## src/rtl/aes_stream_loader.sv

```systemverilog
// aes_stream_loader
//
// Byte-stream front end for aes_core. Sixteen key bytes, then sixteen
// plaintext bytes, are accepted over a valid/ready interface. Both values are
// presented on stable 128-bit buses. The block then pulses load for one
// cycle and waits for the core's done. It captures the cyphertext and returns
// it as sixteen bytes over a second valid/ready interface. The first byte on
// either stream maps to bits [127:120].
//
// Ports:
//   clk        system clock, all state on the rising edge
//   reset_n    synchronous active-low reset
//   in_data    input byte
//   in_valid   in_data valid
//   in_ready   loader accepts a byte this cycle (COLLECT only)
//   out_data   cyphertext byte
//   out_valid  out_data valid (SEND only)
//   out_ready  sink accepts a byte this cycle
//   key        128-bit key to aes_core
//   plaintext  128-bit plaintext to aes_core
//   load       one-cycle start pulse to aes_core
//   core_done  done from aes_core
//   cyphertext result from aes_core
//   busy       high while in LOAD or WAIT
//   err        sticky flag: core_done never arrived within TIMEOUT_CYCLES
module aes_stream_loader #(
    parameter int TIMEOUT_CYCLES = 64,
    parameter int TO_W           = 7
) (
    input  logic         clk,
    input  logic         reset_n,
    input  logic [7:0]   in_data,
    input  logic         in_valid,
    output logic         in_ready,
    output logic [7:0]   out_data,
    output logic         out_valid,
    input  logic         out_ready,
    output logic [127:0] key,
    output logic [127:0] plaintext,
    output logic         load,
    input  logic         core_done,
    input  logic [127:0] cyphertext,
    output logic         busy,
    output logic         err
);

    typedef enum logic [1:0] {
        COLLECT = 2'd0,
        LOAD    = 2'd1,
        WAIT    = 2'd2,
        SEND    = 2'd3
    } state_t;

    localparam logic [TO_W-1:0] TO_LAST = TO_W'(TIMEOUT_CYCLES - 1);

    state_t          state_reg, state_next;
    logic [4:0]      cnt_reg, cnt_next;
    logic [TO_W-1:0] to_cnt_reg, to_cnt_next;
    logic [127:0]    key_reg, key_next;
    logic [127:0]    pt_reg, pt_next;
    logic [127:0]    shift_reg, shift_next;
    logic            err_reg, err_next;

    always_ff @(posedge clk) begin
        if (!reset_n) begin
            state_reg  <= COLLECT;
            cnt_reg    <= '0;
            to_cnt_reg <= '0;
            key_reg    <= '0;
            pt_reg     <= '0;
            shift_reg  <= '0;
            err_reg    <= 1'b0;
        end else begin
            state_reg  <= state_next;
            cnt_reg    <= cnt_next;
            to_cnt_reg <= to_cnt_next;
            key_reg    <= key_next;
            pt_reg     <= pt_next;
            shift_reg  <= shift_next;
            err_reg    <= err_next;
        end
    end

    always_comb begin
        state_next  = state_reg;
        cnt_next    = cnt_reg;
        to_cnt_next = to_cnt_reg;
        key_next    = key_reg;
        pt_next     = pt_reg;
        shift_next  = shift_reg;
        err_next    = err_reg;
        in_ready    = 1'b0;
        out_valid   = 1'b0;
        load        = 1'b0;
        busy        = 1'b0;

        case (state_reg)
            COLLECT: begin
                in_ready = 1'b1;
                if (in_valid) begin
                    // Bytes 0-15 fill the key and bytes 16-31 fill the
                    // plaintext. Shifting left puts the first byte in the
                    // top lane.
                    if (!cnt_reg[4]) begin
                        key_next = {key_reg[119:0], in_data};
                    end else begin
                        pt_next = {pt_reg[119:0], in_data};
                    end
                    if (cnt_reg == 5'd31) begin
                        state_next = LOAD;
                        cnt_next   = '0;
                    end else begin
                        cnt_next = cnt_reg + 5'd1;
                    end
                end
            end

            LOAD: begin
                // core_done is deliberately not looked at here. It may still
                // hold the previous result until the core sees this load.
                load        = 1'b1;
                busy        = 1'b1;
                to_cnt_next = '0;
                state_next  = WAIT;
            end

            WAIT: begin
                busy = 1'b1;
                if (core_done) begin
                    shift_next = cyphertext;
                    cnt_next   = '0;
                    state_next = SEND;
                end else if (to_cnt_reg == TO_LAST) begin
                    err_next   = 1'b1;
                    cnt_next   = '0;
                    state_next = COLLECT;
                end else begin
                    to_cnt_next = to_cnt_reg + 1'b1;
                end
            end

            SEND: begin
                out_valid = 1'b1;
                if (out_ready) begin
                    shift_next = {shift_reg[119:0], 8'h00};
                    if (cnt_reg == 5'd15) begin
                        cnt_next   = '0;
                        state_next = COLLECT;
                    end else begin
                        cnt_next = cnt_reg + 5'd1;
                    end
                end
            end

            default: state_next = COLLECT;
        endcase
    end

    // The top byte of the shift register is the byte currently offered. It
    // stays put until a transfer shifts the next byte up.
    assign out_data  = shift_reg[127:120];
    assign key       = key_reg;
    assign plaintext = pt_reg;
    assign err       = err_reg;

endmodule

```

## config.mk

```make
export PLATFORM = sky130hd
export DESIGN_NAME = aes_stream_loader
export DESIGN_NICKNAME = d
export VERILOG_FILES = /design/src/rtl/aes_stream_loader.sv
export SDC_FILE = /design/constraint.sdc
export NUM_CORES = 1
export LEC_CHECK = 0
export ABC_AREA = 0
export CAP_MARGIN = 20
export CORE_ASPECT_RATIO = 1.2
export CORE_MARGIN = 4
export CORE_UTILIZATION = 53
export DETAILED_ROUTE_END_ITERATION = 8
export GPL_TIMING_DRIVEN = 0
export PLACE_DENSITY = 0.86
export SKIP_CTS_REPAIR_TIMING = 1
export SLEW_MARGIN = 0
export SYNTH_ARGS = -nofsm -noshare
export SYNTH_HDL_FRONTEND = slang
export SYNTH_SLANG_ARGS = --single-unit
```

## constraint.sdc

```tcl
create_clock -name clk -period 5.25 [get_ports clk]
set_input_delay 0.525 -clock clk [delete_from_list [all_inputs] [get_ports clk]]
set_output_delay 0.525 -clock clk [all_outputs]
set_load 0.005 [all_outputs]
```

Yosys cells after proc, flatten, opt, wreduce, memory -nomap -nowiden

Cells that the tools add are included.

$add $sub $neg: 2
$lt $le $gt $ge: 0
Div/mod/pow operators: 0
Reductions and logical operators: 12
Multipliers: 0
Eq/ne operators: 14
Mux-type cells: 24
Shift-type cells: 0
Bitwise gates (word level): 2

Operator list:

| cell                                                            | count |
|---|---|
| 128-bit 2-to-1 mux                                              | 2 |
| 128-bit case mux with 2 select lines                            | 1 |
| 5-bit 2-to-1 mux                                                | 6 |
| 5-bit case mux with 3 select lines                              | 1 |
| 3-bit AND reduction                                             | 5 |
| 7-bit 2-to-1 mux                                                | 2 |
| 2-bit inequality test, second input constant                    | 7 |
| 7-bit case mux with 2 select lines                              | 1 |
| 2-bit 2-to-1 mux                                                | 6 |
| 2-bit case mux with 4 select lines                              | 1 |
| 7-bit by 1-bit adder with 7-bit output, second input constant   | 1 |
| 7-bit by 6-bit == test with 1-bit output, second input constant | 1 |
| 5-bit by 1-bit adder with 5-bit output, second input constant   | 1 |
| 5-bit by 4-bit == test with 1-bit output, second input constant | 1 |
| 5-bit == test, second input constant                            | 1 |
| 5-bit AND reduction                                             | 1 |
| 2-bit == test, second input constant                            | 2 |
| 1-bit 2-to-1 mux                                                | 4 |
| 4-bit AND reduction                                             | 1 |
| 2-bit nonzero test                                              | 2 |
| 3-bit inequality test, second input constant                    | 1 |
| 3-bit nonzero test                                              | 1 |
| 2-bit by 1-bit == test with 1-bit output, second input constant | 1 |
| 2-bit logical NOT                                               | 1 |
| other kinds (2)                                                 | 3 |

Memories kept: 0
ROM bits: 0
Logic and storage cells: 61
Bits of input ports: 141
Output and inout bits: 269
Flip-flop bits (word level): 399
Latch bits: 0
Bits in writable memories: 0

Depth between registers and ports, before layout

Word-level depth: 4
Mapped depth: 9
Gate-level depth less buffers: 7

Worst setup path after synthesis

OpenSTA, ideal clock, no wires.

Path kind: reg-to-reg
Start point: reg state_reg[0]
End point: reg shift_reg[100]
Required time: 5104 ps
Period minus slack after synthesis: 1873 ps
Slack: 3377 ps
Path buffers: 3
Arrival time: 1727 ps
Cell stages (with the launch flop): 10
Cells stage by stage: dfxtp_1 -> inv_1 -> ha_1 -> or2_4 -> and3_1 -> buf_6 -> buf_4 -> buf_2 -> nor2_1 -> a211oi_2

Word-level cells in the longest chain between the ends: 3
Elaborated cells on any way between the ends: 7

Ends and longest elaborated chain:

| what                                                                         | line | text |
|---|---|---|
| from (decl)                                                                  | 56   | `state_t state_reg, state_next;` |
| from (signal assigned)                                                       | 74   | `state_reg <= state_next;` |
| 2-bit == test                                                                | 97   | `case (state_reg)` |
| 2-bit inequality test (no line) / 2-bit nonzero test (equally long branches) | --   |  |
| 3-bit AND reduction (no line)                                                | --   |  |
| to (signal assigned)                                                         | 79   | `shift_reg <= shift_next;` |
| to (decl)                                                                    | 61   | `logic [127:0] shift_reg, shift_next;` |

Parallel ways exist; a longest one is shown, timed or not.
A chain may end at the register's enable or synchronous reset.

Worst setup path after layout

Start point: reg state_reg[1]
End point: out in_ready

Word-level cells in the longest chain between the ends: 2

Ends and longest elaborated chain:

| what              | line | text |
|---|---|---|
| 2-bit logical NOT | 97   |  |
| 1-bit 2-to-1 mux  | 97   |  |
| to (decl)         | 34   | `output logic in_ready,` |

No other way between the ends.

==> parameters.txt <==
Parameter                              Value

Status
  Run status    finished clean

GRT
  Grt total ovfl    0
  Antenna violations before repair    2
  Maximum number of pins on one net before global-route repair    16
  GRT Total Usage    0.2956
  Number of global-route vias before repair    14,670
  Global-route wire length before repair    77,510 µm

STA
  Fin Clk Skew    0.01764 ns
  Minimum setup slack in the final design    2.813 ns
  Unrepaired setup endpoints after global routing    no
  Setup violations, final    0
  Crit path time final    2.437 ns
  Final critical-path share of the clock period    0.4643
  Maximum clock rate    410.3 MHz
  Worst slew margin    0.4923
  Setup TNS    0 ns
  Transition time of the tightest slew-check pin    0.7615 ns
  Slew Viols, Final    0
  Final-report hold violation count    0

Floorplanning
  Y dimension of the die    197.1 µm
  Initial Util    0.5427
  Die Footprint    0.03264 mm²
  Floorplan row count    68
  Width of the die    165.6 µm
  Total core area    0.02910 mm²
  Number of ports placed on the die boundary    410

Worst setup path
  Signal arrival time at the worst endpoint    1.91 ns
  Register-to-register path setup slack    2.89 ns
  Source of the worst register-to-register timing path    state_reg[1]
  Critical Setup Path Class    flop to output port
  Largest driver fanout on the critical path    6
  Required time reported for the critical path endpoint    4.72 ns
  CP Capture Type    output port
  Element type at the critical path start    flop
  Startpoint of the worst setup timing path    state_reg[1]

Layout
  Share of final-layout standard cells stronger than drive strength 1    0.1002
  Commonest cells after routing, fill and taps aside    533 x sky130_fd_sc_hd__nand2_1, 409 x sky130_fd_sc_hd__clkdlybuf4s50_1, 399 x sky130_fd_sc_hd__dfxtp_1
  Non-filler cells, final    2,661
  Final antenna diode count    0
  Post-layout nets    2,399
  Most frequent standard cell in the layout excluding fill and tap cells    sky130_fd_sc_hd__nand2_1
  Filler cell count    2,002
  Area grow syn2layout    37.27%

Place
  Placed wire-length estimate    37,890 µm
  Port Buffers    409
  Pre-CTS setup slack    2.577 ns
  Final weighted congestion in routability-driven placement    0.9064
  Placed Cells    2,592

Drt
  Routed wire length    51,010 µm
  Count of TritonRoute iterations in the first routing pass    5
  Initial DRC count    958
  Remaining routing DRC violations    0
  ANT nets after route    0
  Number of vias per cell    5.473
  Routed length per instance    19.17 µm
  Detailed-route via count    14,560

Synth
  Largest family of logic cells by synthesized area    compound AO/OA/AOI/OAI gates
  Xor/xnor share of the synthesized area    0
  Complex-gate fraction of the synthesized area    0.1915
  Post-Synth Adder-Cell Area    0.007923
  Syn_nets    1,949
  Count of state elements after synthesis    399
  Share of synthesized cell area in and, or, nand and nor gates    0.1690
  Avg Synthesized Cell Area    8.783 µm²
  Share of synthesized area spent on multiplexers    0.07669
  Post-synthesis cell type count    45
  Sequential cell area fraction in the yosys report    0.5058
  Cell count after synthesis    1,798
  Post-Syn Area    0.01579 mm²
  Yosys warnings    0

Clock network
  Htree depth    2
  Number of CTS-inserted buffers    39
  Maximum root-to-sink buffer count    3
  Worst-skew pair later-pin latency    0.52 ns
  CTS tree    done
  Total number of clock tree sinks    399
  Buffer cell driving the clock tree root    sky130_fd_sc_hd__clkbuf_16
  Clock transition at the registers of the reported paths    0.06 ns

Pwr
  PwrDens    287.0 mW/mm²
  Lkg Pwr    6.900 nW
  Worst-case vdd ir drop    0.2925 mV
  Post-layout power    6.221 mW

Worst hold path
  Hold_sp    shift_reg[4]
  Min-Delay Path Class    flop to flop

Run
  Number of max-cap violations    0
## kinds of logic after synthesis
| family | after synthesis |
|---|---|
| flip-flops | 399 |
| adder cells (fa/ha/maj) | 10 |
| buffers and inverters | 161 |
| AO/OA/AOI/OAI | 417 |
| AND/OR/NAND/NOR | 690 |
| multiplexers | 121 |
## final timing paths
check | endpoint | cells after the start
setup / recovery | in_ready | 3
hold / removal | shift_reg[4] | 2
setup reg to reg | plaintext[46] | 8
hold reg to reg | shift_reg[4] | 2
## critical path: stages (launching register included)
cell	delay (ns)
sky130_fd_sc_hd__dfxtp_1	0.33
sky130_fd_sc_hd__inv_1	0.14
sky130_fd_sc_hd__ha_1	0.31
sky130_fd_sc_hd__clkdlybuf4s50_1	0.62
## synth_stat cells (all sizes together)
master / n / area, µm²
nand2: 533 / 2001
inv: 8 / 30.03
nand3: 15 / 80.08
o31ai: 2 / 28.78
nor4: 1 / 6.260
a31o: 1 / 8.760
clkinv: 2 / 7.510
a22oi: 1 / 7.510
o221ai: 2 / 17.52
and3: 4 / 25.02
mux2i: 121 / 1211
a2111o: 1 / 11.26
ha: 10 / 125.1
or2: 1 / 8.760
and2b: 1 / 7.510
dfxtp: 399 / 7988
nor3: 1 / 5.000
o211ai: 3 / 22.52
a21oi: 272 / 1361
nand4: 2 / 12.51
or3: 1 / 6.260
o2111ai: 1 / 8.760
buf: 53 / 370.4
nor2: 123 / 461.7
o311a: 1 / 10.01
clkbuf: 98 / 367.9
nand3b: 2 / 15.01
a211oi: 121 / 1459
nand4b: 1 / 8.760
a311oi: 1 / 8.760
o21ai: 3 / 15.01
o41ai: 1 / 8.760
nand2b: 5 / 31.28
a32oi: 1 / 8.760
o211a: 1 / 10.01
o311ai: 1 / 8.760
o22ai: 2 / 12.51
o21a: 1 / 7.510
o31a: 1 / 8.760
## metal layers
layer | global-route usage | vias to the layer above | share of wire
met5 | 0 | - | 0.00057
li1 | - | 6968 | -
met1 | 0.3177 | 6888 | 0.36
met2 | 0.5306 | 568 | 0.50
met3 | 0.1064 | 136 | 0.095
met4 | 0.1070 | 4 | 0.038
## per-stage QoR
step,instance area [µm²],hold slack [ns],utilization
floorplan,15790,0.4316,-
global placement,20370,0.4373,0.7000
detailed placement,20370,0.4505,0.7000
CTS,21680,0.4624,0.7450
global route,21680,0.4777,0.7450
finish,21680,0.4569,0.7450
## power breakdown
part / switching [mW] / total [mW] / internal (mW) / leakage (nW)
clock: 1.15 / 2.83 / 1.67 / 0.656
sequential: 0.0108 / 3.05 / 3.04 / 3.21
combinational: 0.199 / 0.346 / 0.147 / 3.03
## area by class of cell
cell class / instances / area, µm² / area share
buffer: 151 / 738.2 / 0.03405
timing repair buffer: 409 / 4094 / 0.1888
sequential: 399 / 7988 / 0.3685
tap: 385 / 481.7 / 0.02222
clock inverter: 12 / 116.4 / 0.005368
multi-input combinational: 1238 / 7029 / 0.3243
clock buffer: 57 / 1194 / 0.05506
inverter: 10 / 37.54 / 0.001732
Note: power is estimated with default switching activity, not from simulation.
